[src/rtl/zhegalkin_pkg.sv]
// Shared types and the single butterfly pass of the Mobius (Zhegalkin) transform.
// mobius_pass works on a MAX_SIZE-bit word, so it supports at most MAX_N variables.
package zhegalkin_pkg;

  localparam int N_VARS   = 4;
  localparam int MAX_N    = 8;
  localparam int MAX_SIZE = 1 << MAX_N;

  typedef enum logic [1:0] {
    LOAD  = 2'd0,
    XFORM = 2'd1,
    OUT   = 2'd2
  } state_t;

  // Narrower words are zero-extended by the caller. Pairs never cross a block
  // of 2**N entries, so the upper zero bits cannot disturb the result.
  function automatic logic [MAX_SIZE-1:0] mobius_pass(input logic [MAX_SIZE-1:0] t,
                                                      input int pass);
    logic [MAX_SIZE-1:0] r;
    r = t;
    for (int m = 0; m < MAX_SIZE; m++) begin
      if (((m >> pass) & 1) != 0) r[m] = t[m] ^ t[m ^ (1 << pass)];
    end
    return r;
  endfunction

endpackage

[src/rtl/zhegalkin_mobius_pass.sv]
// One combinational butterfly pass. It is kept separate so that an unrolled
// (all passes in parallel) variant can chain N copies of it.
module zhegalkin_mobius_pass
  import zhegalkin_pkg::*;
#(
  parameter int N      = N_VARS,
  parameter int PASS_W = (N > 1) ? $clog2(N) : 1
) (
  input  logic [(2**N)-1:0] t,
  input  logic [PASS_W-1:0] pass,
  output logic [(2**N)-1:0] t_next
);

  localparam int SIZE = 2 ** N;

  assign t_next = SIZE'(mobius_pass(MAX_SIZE'(t), int'(pass)));

endmodule

[src/rtl/zhegalkin_anf_builder.sv]
// Bit-serial truth table in, ANF coefficient word out. The transform runs in
// place on the t register, one butterfly pass per clock.
module zhegalkin_anf_builder
  import zhegalkin_pkg::*;
#(
  parameter int N = N_VARS
) (
  input  logic              clk,
  input  logic              rst,
  input  logic              in_valid,
  output logic              in_ready,
  input  logic              in_bit,
  output logic              out_valid,
  input  logic              out_ready,
  output logic [(2**N)-1:0] out_coef,
  output logic              busy
);

  localparam int SIZE   = 2 ** N;
  localparam int IDX_W  = (N > 0) ? N : 1;
  localparam int PASS_W = (N > 1) ? $clog2(N) : 1;

  localparam logic [IDX_W-1:0]  LAST_IDX  = IDX_W'(SIZE - 1);
  localparam logic [PASS_W-1:0] LAST_PASS = PASS_W'(N - 1);

  state_t            state_q, state_d;
  logic [IDX_W-1:0]  idx_q;
  logic [PASS_W-1:0] pass_q;
  logic [SIZE-1:0]   t_q;
  logic [SIZE-1:0]   t_next;

  logic accept;
  logic last_pass;
  logic take;

  zhegalkin_mobius_pass #(.N(N), .PASS_W(PASS_W)) u_pass (
    .t      (t_q),
    .pass   (pass_q),
    .t_next (t_next)
  );

  assign accept    = in_valid & in_ready;
  assign last_pass = (pass_q == LAST_PASS);
  assign take      = out_valid & out_ready;
  assign out_coef  = t_q;

  // NOTE: every signal driven here gets a default first, so no path can infer a latch.
  always_comb begin
    state_d   = state_q;
    in_ready  = 1'b0;
    busy      = 1'b0;
    out_valid = 1'b0;
    unique case (state_q)
      LOAD: begin
        in_ready = 1'b1;
        if (in_valid && idx_q == LAST_IDX) state_d = XFORM;
      end
      XFORM: begin
        busy = 1'b1;
        if (last_pass) state_d = OUT;
      end
      OUT: begin
        out_valid = 1'b1;
        if (out_ready) state_d = LOAD;
      end
      default: state_d = LOAD;
    endcase
  end

  // NOTE: sequential state uses non-blocking assignments so every register sees pre-edge values.
  always_ff @(posedge clk) begin
    if (rst) state_q <= LOAD;
    else     state_q <= state_d;
  end

  // NOTE: t is a handful of flops rather than a RAM, so it is reset to give a defined out_coef.
  always_ff @(posedge clk) begin
    if (rst) begin
      idx_q  <= '0;
      pass_q <= '0;
      t_q    <= '0;
    end else begin
      unique case (state_q)
        LOAD: begin
          if (accept) begin
            t_q[idx_q] <= in_bit;
            // idx holds at the last entry rather than wrapping.
            if (idx_q != LAST_IDX) idx_q <= idx_q + 1'b1;
            else                   pass_q <= '0;
          end
        end
        XFORM: begin
          t_q <= t_next;
          if (!last_pass) pass_q <= pass_q + 1'b1;
        end
        OUT: begin
          if (take) begin
            idx_q  <= '0;
            pass_q <= '0;
          end
        end
        default: ;
      endcase
    end
  end

endmodule

[config.mk]
export PLATFORM = sky130hd
export DESIGN_NAME = zhegalkin_anf_builder
export DESIGN_NICKNAME = d
export VERILOG_FILES = /design/src/rtl/zhegalkin_pkg.sv /design/src/rtl/zhegalkin_mobius_pass.sv /design/src/rtl/zhegalkin_anf_builder.sv
export SDC_FILE = /design/constraint.sdc
export NUM_CORES = 1
export LEC_CHECK = 0
export BUFFER_PORTS_ARGS = -buffer_cell sky130_fd_sc_hd__buf_2
export CAP_MARGIN = 20
export CORE_MARGIN = 1.5
export CORE_UTILIZATION = 65
export DETAILED_ROUTE_END_ITERATION = 12
export PLACE_DENSITY_LB_ADDON = 0.05
export RECOVER_POWER = 100
export SYNTH_ARGS = -nofsm -noshare
export SYNTH_HDL_FRONTEND = slang
export SYNTH_SLANG_ARGS = --single-unit
[constraint.sdc]
create_clock -name clk -period 6.79 [get_ports clk]
set_clock_uncertainty 0.1 [all_clocks]
set_input_delay 1.358 -clock clk [delete_from_list [all_inputs] [get_ports clk]]
set_output_delay 1.358 -clock clk [all_outputs]
set_load 0.03 [all_outputs]
==> run summary <==
Hold WC Path Type = reg2reg
cts repair resizes = 0
commonest non-fill, non-tap cells in the layout = dfxtp_1, mux2i_1, nor2_1
ranking of synthesized cells by area = dfxtp_1, mux2i_1, ha_1, mux4_2, mux4_1
die width = 69.1 um
first drt pass iteration count = 5
Final min period = 4060 ps
simple-gate area share of the yosys netlist = 24.1%
area leader, netlist = dfxtp_1
post-route ant nets = 0
DP Worst Slack = 3600 ps
vias in the first global route = 2,546
TritonCTS clock tree = yes
pwr/cell area = 103 mW/mm^2
Num Clock Sinks = 24
antenna violations before repair = 0
internal power = 211 uW
register area share after synthesis = 16.9%
WP buf/inv = 3
fin crit share = 59.8%
crit start category = register
CP max stage cell = o21ai_0
clk buf depth = 2
Routed WL per cell = 21.2 um
Reg2Reg Capture Point = out_coef[11]
Synth Register Bits = 24
first-pass GRT wire length = 13,300 um
WP depth = 8
fin cells = 388
die height = 69.1 um
nets = 360
clk root buf = clkbuf_8
PortBufs = 23
Adder-Cell Fraction of Synth Area = 7.06%
clock latency on the worst-skew pair = 280 ps
main combinational cell family by area after synthesis = simple AND/OR/NAND/NOR gates
number of max-cap violations = 0
crit path from = state_q[1]
Comb power frac = 14.8%
Multi-input gate area = 0.00213 mm^2
Worst Setup End Kind = register
GPL Wtd Cong = 0.950
post-synthesis compound-gate area fraction = 21.3%
synth unique cells = 70
Critical Path RT = 6830 ps
RSZ-0062 raised after global routing = no
Post-synth EDFFs = 0
Setup violations, final = 0
crit-path max cell delay = 1110 ps
Core Footprint = 0.00409 mm^2
DP Cell Count = 384
mux share of post-synthesis cell area = 22.8%
reg2reg setup slack = 2730 ps
clock power share = 35.8%
sw frac = 29.6%
Mapped Cells = 332
WP data arrival = 4100 ps
DP HPWL = 5860 um
Cell Area, Synth = 0.00284 mm^2
Layout area overhead = 2.07%
Design Area, Final = 0.00290 mm^2
Global Route Usage Sum = 34.5%
critical path class = reg2reg
slew margin rel. = 7.96%
Sw Pwr = 88.5 uW
final hold vios = 0
Setup TNS = 0 ps
die footprint = 0.00477 mm^2
Starting Density = 69.4%
Worst Path Max Fanout = 37
Slew @ Worst Pin = 1380 ps
row cnt = 23
Synth warnings = 0
Worst R2R Path Depth = 8
outcome = complete, no violations
CP Cell Sequence = inv_1, ha_1, clkbuf_1, clkinv_1, o21ai_0, a211oi_1, a31oi_1, o311ai_0
utilization after layout = 70.9%
proportion of layout cells with a drive suffix above 1 = 9.17%
top cell type's share of synthesized area = 16.9%
IO Pins = 24
Power Total = 299 uW
# Post-CTS Setup Buffers = 0
CP top delay family = buffers and inverters
sequential power share = 49.4%
fraction of registers with async set/reset = 0%
1st-iter DRT viols = 395
FF+latch area = 480 um^2
grt ovf = 0
via count = 2,856
FF-to-FF Start = state_q[1]
Final WS setup = 2730 ps
most common cell after layout, fill and taps aside = dfxtp_1
worst ir drop on vdd = 0.0000695 V
Vias/cell = 7.36
hold_ws = 450 ps
Leakage = 1.03 nW
Antenna diodes = 0
Final Max Slew Viols = 0
final wirelength = 8240 um
Worst-path clk slew = 100 ps
Mapped Nets = 353
xor/xnor share of the synthesized area = 0.309%
worst setup path end = out_coef[11]
TritonCTS buffer count = 3
syn avg cell area = 8.54 um^2
Filler cells = 350
ys flop type = dfxtp_1
Placed Area = 0.00288 mm^2
H-tree depth = 1
hold_buf cts = 0
largest net degree at the start of global routing = 38
drc violations = 0
fmax = 0.246 GHz
==> cell type report <==
| type | instances | area share, % |
|---|---|---|
| flip-flops and latches | 24 | 16.6 |
| well taps | 50 | 2.16 |
| inverters | 16 | 2.07 |
| repair buffers | 25 | 3.54 |
| clock buffers | 4 | 1.90 |
| multi-input cells | 269 | 73.7 |
==> worst min-delay path: cells and delay by family, from the launching register on <==
| family | cells | cell delay, ps |
|---|---|---|
| AND/OR/NAND/NOR | 1 | 50 |
| flip-flops | 1 | 340 |
| multiplexers | 1 | 120 |
==> layer usage <==
layer	up-vias	share of wire [%]	track usage [%]
met1	1308	42	51.3
met2	215	44	51.3
met4	0	2.7	12.2
met5	-	0	0
li1	1304	-	-
met3	29	12	4.24
==> state kept, by name (all words and copies together), names as in the netlist <==
name	flops
out_coef	16
idx_q	4
pass_q	2
state_q	2
==> power groups by stage <==
stage	clock, mW	sequential [mW]	combinational [mW]
floorplan	0	0.153	0.0290
global placement	0	0.151	0.0436
detailed placement	0	0.151	0.0437
CTS	0.106	0.148	0.0439
global route	0.113	0.148	0.0481
finish	0.107	0.148	0.0444
==> Yosys cell counts, drive strengths merged, types with 11 or more instances <==
library cell  count
a31oi            11
nor2             21
clkbuf           17
inv              15
mux4             14
dfxtp            24
ha               16
nand2            17
mux2i            22
o21ai            11
a21oi            19
nand3            20
==> cells by family (layout without fill, tap and decap cells) <==
group,Yosys count,in the layout
and+or+nand+nor,120,120
AOI/OAI and AO/OA,88,88
muxes,44,44
buffers and inverters,39,45
DFF,24,24
adders and majority gates,16,16
xor gates and xnor gates,1,1
==> worst min-delay path by stage <==
stage	slack, ps	depth (start not counted)	from	endpoint
2_1_floorplan	390	2	state_q[0]	state_q[0]
3_3_place_gp	420	2	state_q[0]	state_q[0]
3_5_place_dp	430	2	state_q[0]	state_q[0]
4_1_cts	450	2	state_q[0]	state_q[0]
5_1_grt	500	2	state_q[0]	state_q[0]
6_report	450	2	state_q[0]	state_q[0]
Note: power is estimated with default switching activity, not from simulation.
